### config.mk
export PLATFORM = sky130hd
export DESIGN_NAME = hazard_controller
export DESIGN_NICKNAME = d
export VERILOG_FILES = /design/src/rtl/hazard_controller.sv
export SDC_FILE = /design/constraint.sdc
export NUM_CORES = 1
export LEC_CHECK = 0
export ABC_AREA = 0
export BUFFER_PORTS_ARGS = -buffer_cell sky130_fd_sc_hd__buf_2
export CORE_MARGIN = 2
export CORE_UTILIZATION = 36
export CTS_BUF_LIST = sky130_fd_sc_hd__clkbuf_4 sky130_fd_sc_hd__clkbuf_8 sky130_fd_sc_hd__clkbuf_16
export DETAILED_ROUTE_END_ITERATION = 16
export PLACE_DENSITY = 0.83
export SETUP_SLACK_MARGIN = 0.3
export SLEW_MARGIN = 20
export SYNTH_ARGS = -nofsm -noshare
export SYNTH_HDL_FRONTEND = slang
export SYNTH_SLANG_ARGS = --single-unit
### constraint.sdc
create_clock -name clk -period 1.6 [get_ports clk]
set_clock_uncertainty 0.2 [all_clocks]
set_input_delay 0.32 -clock clk [delete_from_list [all_inputs] [get_ports clk]]
set_output_delay 0.32 -clock clk [all_outputs]
set_load 0.005 [all_outputs]
### src/rtl/hazard_controller.sv
// Hazard and sequencing controller for the 5-stage pipeline: operand forwarding,
// load-use stalls, branch flushes and multi-cycle execute sequencing.
module hazard_controller #(
    parameter int MC_LATENCY = 4,
    parameter int REG_AW     = 5
) (
    input  logic              clk,
    input  logic              rst,
    input  logic [REG_AW-1:0] Rs1D,
    input  logic [REG_AW-1:0] Rs2D,
    input  logic [REG_AW-1:0] Rs1E,
    input  logic [REG_AW-1:0] Rs2E,
    input  logic [REG_AW-1:0] RdE,
    input  logic [REG_AW-1:0] RdM,
    input  logic [REG_AW-1:0] RdW,
    input  logic              RegWriteM,
    input  logic              RegWriteW,
    input  logic [1:0]        ResultSrcE,
    input  logic              PCSrcE,
    input  logic              MultiCycleE,
    output logic [1:0]        ForwardAE,
    output logic [1:0]        ForwardBE,
    output logic              StallF,
    output logic              StallD,
    output logic              StallE,
    output logic              FlushD,
    output logic              FlushE,
    output logic              BubbleM,
    output logic              McBusy
);

    typedef enum logic [1:0] {
        IDLE = 2'd0,
        BUSY = 2'd1,
        DONE = 2'd2
    } mc_state_t;

    // The IDLE cycle and the DONE cycle account for two of the op's cycles in E.
    localparam int          CNT_INIT_I = (MC_LATENCY > 2) ? (MC_LATENCY - 3) : 0;
    localparam logic [3:0]  CNT_INIT   = CNT_INIT_I[3:0];
    localparam logic [REG_AW-1:0] ZERO_REG = '0;

    mc_state_t   state;
    mc_state_t   next_state;
    logic [3:0]  cnt;
    logic [3:0]  next_cnt;
    logic        mc_stall;
    logic        lw_stall;

    always_comb begin
        ForwardAE = 2'b00;
        if (RegWriteM && (RdM != ZERO_REG) && (RdM == Rs1E)) begin
            ForwardAE = 2'b10;
        end else if (RegWriteW && (RdW != ZERO_REG) && (RdW == Rs1E)) begin
            ForwardAE = 2'b01;
        end
    end

    always_comb begin
        ForwardBE = 2'b00;
        if (RegWriteM && (RdM != ZERO_REG) && (RdM == Rs2E)) begin
            ForwardBE = 2'b10;
        end else if (RegWriteW && (RdW != ZERO_REG) && (RdW == Rs2E)) begin
            ForwardBE = 2'b01;
        end
    end

    assign lw_stall = (ResultSrcE == 2'b01) && (RdE != ZERO_REG) &&
                      ((RdE == Rs1D) || (RdE == Rs2D));

    always_ff @(posedge clk or posedge rst) begin
        if (rst) begin
            state <= IDLE;
            cnt   <= 4'd0;
        end else begin
            state <= next_state;
            cnt   <= next_cnt;
        end
    end

    // A taken branch in E squashes the multi-cycle op, so it never starts a sequence.
    always_comb begin
        next_state = state;
        next_cnt   = cnt;
        mc_stall   = 1'b0;
        case (state)
            IDLE: begin
                if (MultiCycleE && !PCSrcE) begin
                    mc_stall = 1'b1;
                    if (MC_LATENCY == 2) begin
                        next_state = DONE;
                    end else begin
                        next_state = BUSY;
                        next_cnt   = CNT_INIT;
                    end
                end
            end
            BUSY: begin
                mc_stall = 1'b1;
                if (cnt == 4'd0) begin
                    next_state = DONE;
                end else begin
                    next_cnt = cnt - 4'd1;
                end
            end
            DONE: begin
                next_state = IDLE;
            end
            default: begin
                next_state = IDLE;
                next_cnt   = 4'd0;
            end
        endcase
    end

    // Reset gates the control outputs directly so they drop without waiting for an edge.
    assign StallF  = !rst && (lw_stall || mc_stall);
    assign StallD  = !rst && (lw_stall || mc_stall);
    assign StallE  = !rst && mc_stall;
    assign BubbleM = !rst && mc_stall;
    assign FlushD  = !rst && PCSrcE;
    assign FlushE  = !rst && (lw_stall || PCSrcE) && !mc_stall;
    assign McBusy  = (state != IDLE);

endmodule

## Word level (Yosys, flattened, before mapping)

Index checks and enable logic that the tools add are counted.

- Equal/unequal tests: 12
- Add/subtract/negate cells: 1
- Multiplexer cells: 12
- Bitwise operators: 1
- Reductions and logical operators: 28

Operators with widths:

| cell | count |
|---|---|
| $eq A5 B5 Y1 | 6 |
| $reduce_bool A5 Y1 | 3 |
| $logic_and A1 B1 Y1 | 14 |
| $pmux W4 S3 | 1 |
| $mux W2 | 4 |
| $mux W4 | 2 |
| $ne A2 B2 Y1 const B | 3 |
| $eq A2 B1 Y1 const B | 2 |
| $logic_not A4 Y1 | 1 |
| $pmux W2 S2 | 1 |
| $sub A4 B1 Y4 const B | 1 |
| $logic_not A1 Y1 | 3 |
| $logic_or A1 B1 Y1 | 3 |
| $mux W1 | 3 |
| $reduce_and A3 Y1 | 1 |
| $eq A2 B2 Y1 const B | 1 |
| $logic_not A2 Y1 | 1 |
| $pmux W1 S2 | 1 |
| $reduce_and A2 Y1 | 1 |
| $reduce_bool A2 Y1 | 1 |
| $not A1 Y1 | 1 |

- Output and inout port bits: 11
- Input bits: 43
- Logic and storage cells: 56
- Register bits: 6

## Longest topological paths before layout

- Depth after elaboration: 6
- Gate-level depth with buffers: 6
- Gate-level depth less buffers: 6

## Worst setup path before layout

OpenSTA, ideal clock, no wires.

- Path type: input-to-output
- Start point: input port RdM[1]
- End point: output port ForwardAE[0]
- Data arrival time: 1.344 ns
- Stages on the path: 4
- Required time: 1.080 ns
- Path slack: -0.264 ns
- Path buffers: 0
- Cell sequence: or4_4 o21ai_2 nor4_1 nor4_2

- Longest elaborated chain between the ends: 4
- Elaborated cells on any way between the ends: 5
- Those cells by class: 1 x eq/ne; 1 x mux; 3 x reduce/logical

Ends and longest elaborated chain:

| element | RTL line | text |
|---|---|---|
| start: declaration | 14 | `input logic [REG_AW-1:0] RdM,` |
| $reduce_bool A5 Y1 | 52 | `if (RegWriteM && (RdM != ZERO_REG) && (RdM == Rs1E)) begin` |
| $logic_and A1 B1 Y1 | 52 |  |
| $logic_and A1 B1 Y1 (*) | 52 |  |
| $mux W2 (*) | 52 |  |
| end: declaration | 21 | `output logic [1:0] ForwardAE,` |

Mark *: on every way between the ends. The rest lies on a longest branch, timed or not.

## Final worst setup path

- Start point: input port Rs1E[2]
- End point: output port ForwardAE[0]

- Longest elaborated chain between the ends: 4
- Elaborated cells on any way between the ends: 6
- Those cells by class: 2 x eq/ne; 2 x mux; 2 x reduce/logical

Ends and longest elaborated chain:

| element | RTL line | text |
|---|---|---|
| start: declaration | 11 | `input logic [REG_AW-1:0] Rs1E,` |
| $eq A5 B5 Y1 | 54 | `end else if (RegWriteW && (RdW != ZERO_REG) && (RdW == Rs1E)) begin` |
| $logic_and A1 B1 Y1 | 54 |  |
| $mux W1 | 54 |  |
| $mux W2 (*) | 52 |  |

Marks and branches as above.

==> metrics list <==
- VDD sags by at most 0.933 mV.
* Cell types with the largest area share after synthesis: sky130_fd_sc_hd__xor2_1, sky130_fd_sc_hd__dfrtp_1, sky130_fd_sc_hd__xnor2_1
- Summing over every cut layer, the via total after detailed routing is 1109.
- Share of total power in the clock network: 9.2%
- Failing checks: setup timing
* Ranking of synthesized cells by instance count: sky130_fd_sc_hd__xor2_1, sky130_fd_sc_hd__nor2_1, sky130_fd_sc_hd__dfrtp_1, sky130_fd_sc_hd__xnor2_1, sky130_fd_sc_hd__inv_1
- Reg-to-reg startpoint: cnt[0]$_DFFE_PP0P_
- After floorplanning, the core was sized to cover 1980 µm².
- The Yosys step of the flow raised 0 warnings.
- Main synth FF type: sky130_fd_sc_hd__dfrtp_1
- The cell area that synthesis handed to floorplanning was 767 µm².
- In this run the biggest area consumer among cell types represents 27.4% of the synthesized area.
* Part of the total power dissipated in sequential elements: 15.2%
- Number of antenna violations at the first check in global routing: 0
* Power share of the combinational group: 75.6%
* Final total negative setup slack: -3.02 ns
- After synthesis, flip-flops and latches occupy 19.6% of the total area.
* Critical Setup Path Class: in -> out
- Detailed placement ended at an HPWL of 2.08 mm.
* Final-report setup violation count: 13
- Cell depth of the worst hold path: 5
* 1st-pass router iterations: 4
- The initialized floorplan defines 16 standard-cell rows.
- Startpoint of the lowest-slack hold path: PCSrcE
- The final layout contains routed wiring with a total length of 3.36 mm.
- The biggest area contributor in the post-synthesis netlist is sky130_fd_sc_hd__xor2_1.
- Mean Syn Cell Area: 8.25 µm²
* Post-synthesis cell count: 93
- Along the worst path, the maximum fanout reaches 2.
* Clk Latency, worst-skew pair: 0.26 ns
- Relative to the synthesized area, the layout overhead comes to 119%.
* Async set-reset flop share out of synthesis: 100%
- STA classifies the critical path endpoint as a primary output.
- Number of unique standard cell types used by synthesis: 30
* Combined global-route utilization of all metal layers: 24.8%
- STA puts the critical path data required time at 1.08 ns.
* Count of port buffers added during placement: 53
- The detail route stage leaves a number of antenna-violating nets equal to 0.
- The run finished, with violations left.
- Fraction of final layout cells with drive strength greater than 1: 68.8%
* Count of flip-flops with a built-in enable after synthesis: 0
- The via count of the first global-routing pass came to 1153.
- For this run the aggregate overflow at the end of global routing stands at 0.
- Overall die width: 50.2 µm
* Flop-to-flop setup slack: -0.12 ns
- Die Span Y: 50.2 µm
* Worst Reg2Reg Path Length in Cells: 6
- Once the floorplan was initialized, standard cells occupied 38.7% of the core.
* Post-detailed-route DRC marker count: 0
- In this run, CTS created clock tree buffers numbering 3.
* Tightest hold margin: 0.366 ns
- After the first detailed-routing iteration, the DRC count stood at 28.
* Clk root buf: sky130_fd_sc_hd__clkbuf_4
- Among all cell types in the netlist, the one instantiated most often is sky130_fd_sc_hd__xor2_1.
- Entering global routing, the biggest net connects 7 pins.
- At the pin with the least slew margin, the transition time is 0.393 ns.
- HP Class: in -> reg
- Maximum count of clock buffers along a single path: 2
- Worst setup margin: -0.467 ns
- The worst path uses 129% of the clock period.
* Area of the die: 2520 µm²
- Power Dens Cells: 1110 nW/µm²
* Final Max Tran Viols: 0
- Data arrives at the worst endpoint at 1.55 ns.
- CTS H-tree depth: 1
* Number of antenna diodes: 0
* Vias per cell: 5.21
- Post-Syn Nets: 137
- In this run the critical register-to-register path is captured at cnt[0]$_DFFE_PP0P_.
- Internal power: 1.07 mW
- RSZ-0062 raised after global routing: true
- Max_cap viols: 0
* Clock sinks: 6
- Layout net count: 232
- Max Freq: 0.484 GHz
* Clock edge transition at the registers on the reported setup and hold paths: 0.06 ns
- For hold timing, the worst endpoint is cnt[2]$_DFFE_PP0P_.
- Drt wl/cell: 15.8 µm
- Clock tree from TritonCTS: yes
- Minimum clock period: 2.07 ns
- 54 I/O pins were placed.
- STA classifies the critical path startpoint as a primary input.
* Sw frac: 43.0%
- Global-route wire length before repair: 4.82 mm
- The number of failing hold endpoints at the final stage was 0.
- Final weighted congestion in routability-driven placement: 0.820
- Headroom to the max-slew limit: 73.7%
- Summed over all nets, the switching power comes to 0.805 mW.
- Leakage power figure: 0.804 nW
- The synthesized design contains 6 register bits.
[flip-flops by register name (all words and copies together) (netlist names)]
| name | count |
|---|---|
| state | 2 |
| cnt | 4 |
[worst max-delay path by stage]
stage                     startpoint            to  slack (ns)  cells after the start
after detailed placement      RdW[2]  ForwardBE[0]       -0.47                      5
after global routing          RdW[0]  ForwardBE[0]       -0.49                      5
after global placement        RdW[2]  ForwardBE[0]       -0.46                      5
after floorplan              Rs1E[2]  ForwardAE[0]       -0.20                      3
final                        Rs1E[2]  ForwardAE[0]       -0.47                      5
after CTS                     RdW[0]  ForwardBE[0]       -0.47                      5
[cells by family (layout without fill, tap and decap cells)]
kind of cell,count (synthesis),count (layout),share of synthesized area [%]
AND/OR/NAND/NOR,33,33,26.6
XOR/XNOR,30,30,34.3
AO/OA/AOI/OAI,16,16,13.5
buffers and inverters,7,100,4.40
flip-flops,6,6,19.6
adder cells (fa/ha/maj),1,1,1.63
[timing repair]
item | CTS | global route
pin swaps | 8 | 11
buffers inserted | 3 | 8
endpoints found under the setup margin | 17 | 17
endpoints found under the hold margin | 6 | 0
resized for setup | 31 | 27
hold buffers | 1 | 0
[metrics by stage]
| step | cells | utilization [%] | setup WS [ns] | instance area (µm²) | total power, mW |
|---|---|---|---|---|---|
| after floorplan | 93 | - | -0.195 | 796 | 0.757 |
| after detailed placement | 198 | 64.7 | -0.471 | 1280 | 1.11 |
| final | 213 | 84.8 | -0.467 | 1680 | 1.87 |
| after global routing | 213 | 84.8 | -0.487 | 1680 | 1.98 |
| after CTS | 205 | 74.5 | -0.468 | 1480 | 1.51 |
| after global placement | 198 | 64.7 | -0.464 | 1280 | 1.06 |
[final cells by class]
| class | instances | area, µm² |
|---|---|---|
| Clock buffer | 3 | 22.5 |
| Fill cell | 103 | 302 |
| Inverter | 5 | 18.8 |
| Multi-Input combinational cell | 80 | 798 |
| Sequential cell | 6 | 150 |
| Tap cell | 27 | 33.8 |
| Timing Repair Buffer | 92 | 657 |
[per-layer routing]
metal	share of wire, %	GRT usage [%]	wire, µm
met3	6.8	3.27	230
met5	0	0	0
met2	54	52.4	1830
met4	2.0	9.26	68
met1	37	23.0	1230
[worst max-delay path: stages]
cell and delay (ns):
sky130_fd_sc_hd__buf_6 0.10, sky130_fd_sc_hd__xor2_1 0.16, sky130_fd_sc_hd__or4_1 0.54, sky130_fd_sc_hd__nor4_2 0.28
sky130_fd_sc_hd__buf_2 0.15
[power groups by stage]
| stage | Clock (mW) | Combinational (mW) | Sequential, mW |
|---|---|---|---|
| detailed placement | 0 | 0.833 | 0.281 |
| global route | 0.184 | 1.51 | 0.287 |
| CTS | 0.156 | 1.07 | 0.278 |
| global placement | 0 | 0.788 | 0.269 |
| finish | 0.172 | 1.41 | 0.284 |
| floorplan | 0 | 0.466 | 0.292 |
[cells in the final DEF, fill, tap and decap left out, types with 4 or more instances in the layout]
master	synthesis	layout
sky130_fd_sc_hd__nor2_1	8	4
sky130_fd_sc_hd__buf_4	2	34
sky130_fd_sc_hd__buf_2	0	40
sky130_fd_sc_hd__o21ai_1	1	4
sky130_fd_sc_hd__xnor2_1	6	6
sky130_fd_sc_hd__xor2_1	24	24
sky130_fd_sc_hd__dfrtp_1	6	6
sky130_fd_sc_hd__buf_6	0	17
No activity file was read; power rests on OpenSTA's default activity.
